[src/rtl/batcharger_pkg.sv]
// Shared types and default thresholds for the
// parametrised battery charge controller.
package batcharger_pkg;

  typedef enum logic [2:0] {
    S_IDLE  = 3'd0,
    S_CHK   = 3'd1,
    S_TC    = 3'd2,
    S_CC    = 3'd3,
    S_CV    = 3'd4,
    S_DONE  = 3'd5,
    S_PAUSE = 3'd6,
    S_FAULT = 3'd7
  } state_t;

  typedef enum logic [1:0] {
    CH_V = 2'd0,
    CH_I = 2'd1,
    CH_T = 2'd2
  } chan_t;

  localparam int unsigned DEF_VCUTOFF = 153;
  localparam int unsigned DEF_VPRESET = 193;
  localparam int unsigned DEF_IEND    = 2;
  localparam int unsigned DEF_TEMPMIN = 61;
  localparam int unsigned DEF_TEMPMAX = 131;

  function automatic chan_t next_chan(
    input chan_t c
  );
    chan_t n;
    n = CH_V;
    unique case (1'b1)
      c == CH_V: n = CH_I;
      c == CH_I: n = CH_T;
      default:   n = CH_V;
    endcase
    return n;
  endfunction

endpackage

[src/rtl/batcharger_meas_seq.sv]
// V/I/T conversion round sequencer with one
// idle gap cycle between requests.
module batcharger_meas_seq
  import batcharger_pkg::*;
#(
  parameter int W = 8
) (
  input  logic         clk,
  input  logic         rstz,
  input  logic         clr,
  input  logic         vtok,
  input  logic [W-1:0] vbat,
  input  logic [W-1:0] ibat,
  input  logic [W-1:0] tbat,
  output logic         vmonen,
  output logic         imonen,
  output logic         tmonen,
  output logic [W-1:0] vres,
  output logic [W-1:0] ires,
  output logic [W-1:0] tval,
  output logic         round_done
);

  logic         req;
  chan_t        ch;
  logic         hit;
  logic [W-1:0] tres;

  assign hit        = req && vtok && !clr;
  assign round_done = hit && (ch == CH_T);

  // T is evaluated in the cycle it arrives
  assign tval = round_done ? tbat : tres;

  assign vmonen = req && (ch == CH_V);
  assign imonen = req && (ch == CH_I);
  assign tmonen = req && (ch == CH_T);

  always_ff @(posedge clk or negedge rstz) begin
    if (!rstz) begin
      req  <= 1'b0;
      ch   <= CH_V;
      vres <= '0;
      ires <= '0;
      tres <= '0;
    end else if (clr) begin
      req <= 1'b0;
      ch  <= CH_V;
    end else if (hit) begin
      req <= 1'b0;
      ch  <= next_chan(ch);
      unique case (1'b1)
        ch == CH_V: vres <= vbat;
        ch == CH_I: ires <= ibat;
        default:    tres <= tbat;
      endcase
    end else if (!req) begin
      req <= 1'b1;
    end
  end

endmodule

[src/rtl/batcharger_ctrl_param.sv]
// Charge FSM (trickle/CC/CV/done/pause/fault)
// with charge timer and end-of-charge debounce.
module batcharger_ctrl_param
  import batcharger_pkg::*;
#(
  parameter int W    = 8,
  parameter int TW   = 8,
  parameter int TDIV = 10,
  parameter int NEND = 3
) (
  input  logic          clk,
  input  logic          rstz,
  input  logic          en,
  input  logic          vtok,
  input  logic [W-1:0]  vbat,
  input  logic [W-1:0]  ibat,
  input  logic [W-1:0]  tbat,
  input  logic [W-1:0]  vcutoff,
  input  logic [W-1:0]  vpreset,
  input  logic [W-1:0]  vrecharge,
  input  logic [W-1:0]  iend,
  input  logic [W-1:0]  tempmin,
  input  logic [W-1:0]  tempmax,
  input  logic [TW-1:0] tmax,
  output logic          vmonen,
  output logic          imonen,
  output logic          tmonen,
  output logic          tc,
  output logic          cc,
  output logic          cv,
  output logic          done,
  output logic          fault,
  output logic [2:0]    state
);

  localparam int EW = $clog2(NEND + 1);

  state_t          st;
  logic [TW-1:0]   timer;
  logic [TDIV-1:0] pre;
  logic [EW-1:0]   ecnt;

  logic [W-1:0] vres;
  logic [W-1:0] ires;
  logic [W-1:0] tval;
  logic         round_done;
  logic         charging;
  logic         active;
  logic         fault_hit;
  logic         clr;
  logic         temp_bad;
  logic         tsat;

  assign charging  = st inside {S_TC, S_CC, S_CV};
  assign active    = !(st inside {S_IDLE, S_FAULT});
  assign fault_hit = charging && (tmax != '0)
                  && (timer == tmax);
  assign clr       = !en || !active || fault_hit;
  assign temp_bad  = (tval < tempmin)
                  || (tval > tempmax);
  assign tsat      = (&timer)
                  || ((tmax != '0) && (timer == tmax));

  batcharger_meas_seq #(
    .W(W)
  ) u_meas (
    .clk       (clk),
    .rstz      (rstz),
    .clr       (clr),
    .vtok      (vtok),
    .vbat      (vbat),
    .ibat      (ibat),
    .tbat      (tbat),
    .vmonen    (vmonen),
    .imonen    (imonen),
    .tmonen    (tmonen),
    .vres      (vres),
    .ires      (ires),
    .tval      (tval),
    .round_done(round_done)
  );

  always_ff @(posedge clk or negedge rstz) begin
    if (!rstz) begin
      st    <= S_IDLE;
      timer <= '0;
      pre   <= '0;
      ecnt  <= '0;
    end else if (!en) begin
      st    <= S_IDLE;
      timer <= '0;
      pre   <= '0;
      ecnt  <= '0;
    end else begin
      if (st != S_CV) ecnt <= '0;
      case (st)
        S_IDLE: begin
          st    <= S_CHK;
          timer <= '0;
          pre   <= '0;
        end
        S_FAULT: ;
        default: begin
          if (charging) begin
            pre <= pre + 1'b1;
            if ((&pre) && !tsat)
              timer <= timer + 1'b1;
          end
          if (st == S_DONE) begin
            timer <= '0;
            pre   <= '0;
          end
          if (fault_hit) begin
            st <= S_FAULT;
          end else if (round_done) begin
            if (temp_bad) begin
              st <= S_PAUSE;
            end else begin
              case (st)
                S_PAUSE: st <= S_CHK;
                S_CHK: begin
                  if (vres < vcutoff)
                    st <= S_TC;
                  else if (vres < vpreset)
                    st <= S_CC;
                  else
                    st <= S_CV;
                end
                S_TC:
                  if (vres >= vcutoff) st <= S_CC;
                S_CC:
                  if (vres >= vpreset) st <= S_CV;
                S_CV: begin
                  if (ires <= iend) begin
                    if (ecnt == EW'(NEND - 1)) begin
                      st   <= S_DONE;
                      ecnt <= '0;
                    end else begin
                      ecnt <= ecnt + 1'b1;
                    end
                  end else begin
                    ecnt <= '0;
                  end
                end
                S_DONE:
                  if (vres < vrecharge) st <= S_CHK;
                default: ;
              endcase
            end
          end
        end
      endcase
    end
  end

  assign tc    = (st == S_TC);
  assign cc    = (st == S_CC);
  assign cv    = (st == S_CV);
  assign done  = (st == S_DONE);
  assign fault = (st == S_FAULT);
  assign state = st;

endmodule

[config.mk]
export PLATFORM = sky130hd
export DESIGN_NAME = batcharger_ctrl_param
export DESIGN_NICKNAME = d
export VERILOG_FILES = /design/src/rtl/batcharger_pkg.sv /design/src/rtl/batcharger_meas_seq.sv /design/src/rtl/batcharger_ctrl_param.sv
export SDC_FILE = /design/constraint.sdc
export NUM_CORES = 1
export LEC_CHECK = 0
export BUFFER_PORTS_ARGS = -buffer_cell sky130_fd_sc_hd__buf_2
export CAP_MARGIN = 10
export CORE_MARGIN = 1.5
export CORE_UTILIZATION = 45
export CTS_CLUSTER_DIAMETER = 120
export DETAILED_ROUTE_END_ITERATION = 7
export PLACE_DENSITY_LB_ADDON = 0.12
export SETUP_SLACK_MARGIN = 0.4
export SLEW_MARGIN = 0
export SYNTH_ARGS = -nofsm -noshare
export SYNTH_HDL_FRONTEND = slang
export SYNTH_SLANG_ARGS = --single-unit
[constraint.sdc]
create_clock -name clk -period 8.75 [get_ports clk]
set_input_delay 0.4375 -clock clk [delete_from_list [all_inputs] [get_ports clk]]
set_output_delay 0.4375 -clock clk [all_outputs]
set_load 0.05 [all_outputs]
==> metrics, run 1 <==
status complete, no violations; Worst slew margin 55.4%; Main synth FF type dfrtp_1; HP Class primary input to async pin; Register Area 1250 um2; Syn Nets 544; Seq/Total Area, Yosys 32.5%; Root Buffer clkbuf_8; Worst Path Arrival 4.67 ns; CTS Buf Count 5; area of the multi-input gates 2340 um2; H-Tree Depth 2; Async S/R FF share, synth 100%; GPL Wtd Cong 0.787; layout cells sized above 1 27.9%; Syn Inst Count 412; Max Freq 223 MHz; Worst setup EP type flop; fraction of power spent switching nets 35.2%; worst slew pin tran 0.668 ns; height of the chip 95.5 um; final-stage net count 637; core area 8260 um2; CTS Hold Bufs 0; Global Route Usage Sum 19.2%; grt ovf 0; Setup Total Neg Slack 0 ns; depth of the worst register-to-register path 14; clock sink total 50; Bufs on Longest Clock Path 2; starting density of the core 46.6%; fin cells 611; First-pass DRT Iterations 4; Pwr per Cell Area 147 nW/um2; fin crit share 51.1%; Routed wire per std cell 13.6 um; Psw 233 uW; # DRC 0; placed cells 603; io pins 95; r2r endpoint state[0]$_DFFE_PN0P_; Post-CTS Repair Setup Buffers 0; final max-slew violation count 0; chip width 95.5 um; die area 9120 um2; startpoint type of the worst setup path flop; n_diodes 0; count of cell types in the netlist 53; max-cap check violation count 0; clk slew on worst S/H paths 0.10 ns; FF-to-FF setup slack 4.27 ns; minimum clock period 4.48 ns; Crit Path Category flop to flop; CTS tree done; Iteration-0 DRC Markers 122; cts repair resizes 0; RSZ-0062 raised after global routing no; drt via density 5.22; crit-path max FO 21; largest net degree at the start of global routing 51; Static Leakage 0.00244 uW; FP Rows 33; Worst Clk Skew 0.0111 ns; Seq pwr share 43.2%; PortBufs 94; clock share of power 22.1%; fillers 803; DP HPWL 6520 um; Yosys warnings 0; Comb power frac 34.6%; Synth Area per Inst 9.34 um2; most common cell after layout, fill and taps aside buf_2; Setup-failing EPs final 0; initial antenna violation count 0; Critical Path RT 8.94 ns; Worst VDD drop 0.0808 mV; count of state elements after synthesis 50; Post-synth EDFFs 0; Int Power 431 uW; r2r startpoint state[1]$_DFFE_PN0P_; area delta synth->final 17.1%; Routed Antenna Nets 0; vias in the first global route 3120; vias post-DR 3190; commonest cells after routing, fill and taps aside 94 x buf_2, 51 x inv_1, 50 x dfrtp_1; first-pass GRT wire length 14000 um; Detailed Route WL 8340 um; Clock Latency Late Sink 0.30 ns; Final Hold Viols 0; Mapped Area 3850 um2
-- layer usage --
metal  GRT usage, %  up-vias  wire length [um]
met3           2.79        4               398
met5              0        -                 0
met2           33.6       73              3940
met4           4.04        0                63
li1               -     1646                 -
met1           25.2     1467              3930
-- registers in the layout, indices dropped and copies added, names as in the netlist --
| signal | count |
|---|---|
| timer | 8 |
| u_meas.ch | 2 |
| ecnt | 2 |
| u_meas.ires | 8 |
| u_meas.req | 1 |
| state | 3 |
| u_meas.tres | 8 |
| pre | 10 |
| u_meas.vres | 8 |
-- worst max-delay path by stage --
| stage | slack (ns) | startpoint | endpoint |
|---|---|---|---|
| after global placement | 4.42 | tmax[0] | state[0]$_DFFE_PN0P_ |
| after CTS | 4.26 | state[1]$_DFFE_PN0P_ | state[0]$_DFFE_PN0P_ |
| after global routing | 3.98 | state[2]$_DFFE_PN0P_ | state[0]$_DFFE_PN0P_ |
| after detailed placement | 4.21 | tmax[0] | state[0]$_DFFE_PN0P_ |
| after floorplan | 4.30 | state[2]$_DFFE_PN0P_ | state[0]$_DFFE_PN0P_ |
| final | 4.27 | state[1]$_DFFE_PN0P_ | state[0]$_DFFE_PN0P_ |
-- Yosys cell counts, drive strengths merged (8+ instances only) --
cell	number	share of area, %
a21oi	22	2.9
and3	8	1.3
dfrtp	50	32
ha	48	16
inv	51	5.0
mux2	30	9.6
nand2	19	1.9
nand3	17	2.3
nand4	13	2.3
nor2	23	2.2
nor3	8	1.2
o21ai	14	1.8
xor2	18	4.1
-- logic make-up after synthesis --
group                    share of synthesized area, %
multiplexers                                     10.9
flip-flops                                       32.5
AND/OR/NAND/NOR                                  17.6
XOR/XNOR                                         5.00
AO/OA/AOI/OAI                                    11.7
buffers and inverters                            6.66
adder cells (fa/ha/maj)                          15.6
-- worst max-delay path, stage by stage (launching register included) --
cell and delay (ns):
dfrtp_1 0.62, or3_1 0.50, and3_1 0.22, and2_4 0.15
nand2_1 0.40, mux2_2 0.41, ha_1 0.29, a21o_1 0.17
a221oi_1 0.28, o211ai_1 0.13, a21oi_1 0.25, nand4_2 0.22
a31oi_1 0.30, a21oi_1 0.13, o221a_1 0.28
-- cell type report --
class	instances	share of cell area (%)
inverters	51	4.25
well taps	105	2.91
flip-flops and latches	50	27.8
clock buffers	6	1.83
repair buffers	97	10.9
clock inverters	2	0.361
multi-input cells	300	52.0
-- power groups by stage --
stage / sequential (uW) / clock (uW) / combinational [uW]
5_1_grt: 292 / 163 / 263
6_report: 287 / 147 / 230
2_1_floorplan: 283 / 0 / 164
3_5_place_dp: 292 / 0 / 229
4_1_cts: 287 / 154 / 231
3_3_place_gp: 292 / 0 / 222
-- per-stage QoR --
step	worst slack [ns]	cell area, um2	util [%]	power [uW]	hold slack [ns]
2_1_floorplan	4.30	3850	-	447	0.142
3_3_place_gp	4.42	4410	53.4	514	0.474
3_5_place_dp	4.21	4410	53.4	521	0.481
4_1_cts	4.26	4510	54.6	672	0.263
5_1_grt	3.98	4510	54.6	718	0.298
6_report	4.27	4510	54.6	664	0.230
Note: power is estimated with default switching activity, not from simulation.
==> run 2: changes to the inputs <==
- clock period: 8.75 -> 4.1 ns (I/O delays scaled with it)
==> metrics, run 2 (same netlist as run 1, synthesis figures left out) <==
First-pass DRT Iterations 4 (unchanged); H-Tree Depth 2 (unchanged); GPL Wtd Cong 0.885 (+13%); Max Freq 283 MHz (+27%); Worst slew margin 54.7% (-0.75 points); Global Route Usage Sum 20.7% (+1.5 points); commonest cells after routing, fill and taps aside 94 x buf_2, 51 x inv_1, 47 x dfrtp_1; PortBufs 94 (unchanged); most common cell after layout, fill and taps aside buf_2; Worst Clk Skew 0.00800 ns (-0.00305 ns); Setup-failing EPs final 0 (unchanged); status finished with violations; vias post-DR 3313 (+3.9%); max-cap check violation count 0 (unchanged); HP Class primary input to async pin; Setup Total Neg Slack 0 ns (unchanged); Routed wire per std cell 14.7 um (+7.8%); clock sink total 50 (unchanged); Detailed Route WL 9250 um (+11%); Clock Latency Late Sink 0.32 ns (+0.02 ns); critical path, cell by cell or3_4, and3_1, and2_4, nand2_8, mux2_2, ha_1, nand3_1, nor3_1, a21oi_1, a21oi_2, nand4_4, a31oi_4, a21oi_4, o221a_1; Root Buffer clkbuf_8; Crit path largest cell delay 0.47 ns (-0.15 ns); largest net degree at the start of global routing 51 (unchanged); initial antenna violation count 0 (unchanged); failing checks negative hold slack; Iteration-0 DRC Markers 91 (-25%); io pins 95 (unchanged); Critical Path RT 4.31 ns (-4.63 ns); Crit Path Category flop to flop; n_diodes 0 (unchanged); Largest register FFs 10 (unchanged); clk slew on worst S/H paths 0.10 ns (about the same); Slowest-stage cell, CP dfrtp_2; vias in the first global route 3242 (+3.9%); setup slack at placement 0.180 ns (-4.03 ns); Worst VDD drop 0.165 mV (+100%); Util after Layout 57.9% (+3.3 points); # DRC 0 (unchanged); Worst Path Arrival 3.75 ns (-0.92 ns); area delta synth->final 24.3%; worst hold slack -0.00499 ns (-0.235 ns); layout cells sized above 1 33.2% (+5.3 points); final worst slack 0.566 ns (-3.71 ns); Routed Antenna Nets 0 (unchanged); startpoint type of the worst setup path flop; drt via density 5.27 (+0.88%); worst slew pin tran 0.680 ns (+0.0112 ns); FP Rows 33 (unchanged); chip width 95.5 um (unchanged); die area 9120 um2 (unchanged); CTS tree done; crit-path max FO 7 (-67%); core area 8260 um2 (unchanged); Final Hold Viols 8 (+8); Top reg by flops pre; final max-slew violation count 0 (unchanged); Static Leakage 0.00252 uW (+3.3%); first-pass GRT wire length 14800 um (+5.5%); final-stage net count 655 (+2.8%); height of the chip 95.5 um (unchanged); Pwr per Cell Area 301 nW/um2 (+100%); RSZ-0062 raised after global routing no; grt ovf 0 (unchanged); minimum clock period 3.53 ns (-0.942 ns); Worst setup EP type flop; starting density of the core 46.6% (unchanged); fin crit share 86.2% (+35 points); Bufs on Longest Clock Path 2 (unchanged); DP HPWL 6880 um (+5.5%); CTS Buf Count 5 (unchanged)
## run 2: cell type report
| cell class | instances | area [um2] |
|---|---|---|
| Sequential cell | 50 | 1250 |
| Fill cell | 748 | 3470 |
| Timing Repair Buffer | 114 | 624 |
| Multi-Input combinational cell | 301 | 2500 |
| Clock buffer | 6 | 72.6 |
| Clock inverter | 2 | 13.8 |
| Inverter | 51 | 191 |
| Tap cell | 105 | 131 |
## run 2: metrics by stage
| step | std cells | hold WS, ns | cell area, um2 | power [uW] |
|---|---|---|---|---|
| after floorplan | 412 | -0.0906 | 3930 | 962 |
| after global placement | 606 | 0.373 | 4500 | 1110 |
| after detailed placement | 606 | 0.382 | 4500 | 1120 |
| after CTS | 616 | 0.0367 | 4620 | 1440 |
| after global routing | 629 | 0.0686 | 4780 | 1550 |
| final | 629 | -0.00499 | 4780 | 1440 |
## run 2: power breakdown
part / switching [uW] / internal, uW
sequential: 65.5 / 542
clock: 186 / 122
combinational: 269 / 257
## run 2: critical path, delay by kind of cell, from the launching register on
kind | cells | cell delay, ns
and+or+nand+nor | 7 | 1.42
adders and majority gates | 1 | 0.33
AOI/OAI and AO/OA | 5 | 0.86
muxes | 1 | 0.35
DFF | 1 | 0.47
## run 2: final timing paths
path | cells past startpoint | from | slack, ns | to
setup / recovery | 14 | state[1]$_DFFE_PN0P_ | 0.57 | state[0]$_DFFE_PN0P_
min in group clk | 3 | ibat[0] | 0.09 | u_meas.ires[0]$_DFFE_PN0P_
setup reg to reg | 14 | state[1]$_DFFE_PN0P_ | 0.57 | state[0]$_DFFE_PN0P_
max in group asynchronous | 2 | rstz | 3.60 | state[1]$_DFFE_PN0P_
hold / removal | 2 | rstz | -0.005 | u_meas.tres[5]$_DFFE_PN0P_
hold reg to reg | 1 | u_meas.tres[5]$_DFFE_PN0P_ | 0.52 | u_meas.tres[5]$_DFFE_PN0P_
## run 2: routing by layer
layer  vias to the layer above  routed length [um]  GRT usage [%]
met5                         -                   0              0
met4                         0                  82           5.15
met3                         7                 476           4.31
met2                        76                4450           36.2
met1                      1553                4240           26.0
li1                       1677                   -              -
## run 2: timing repair
item                       CTS  global route
hold buffers                 0             0
gates cloned                 0             1
pin swaps                    1             6
setup endpoints to repair    5             5
setup buffers                2            12
resized for setup            4            11
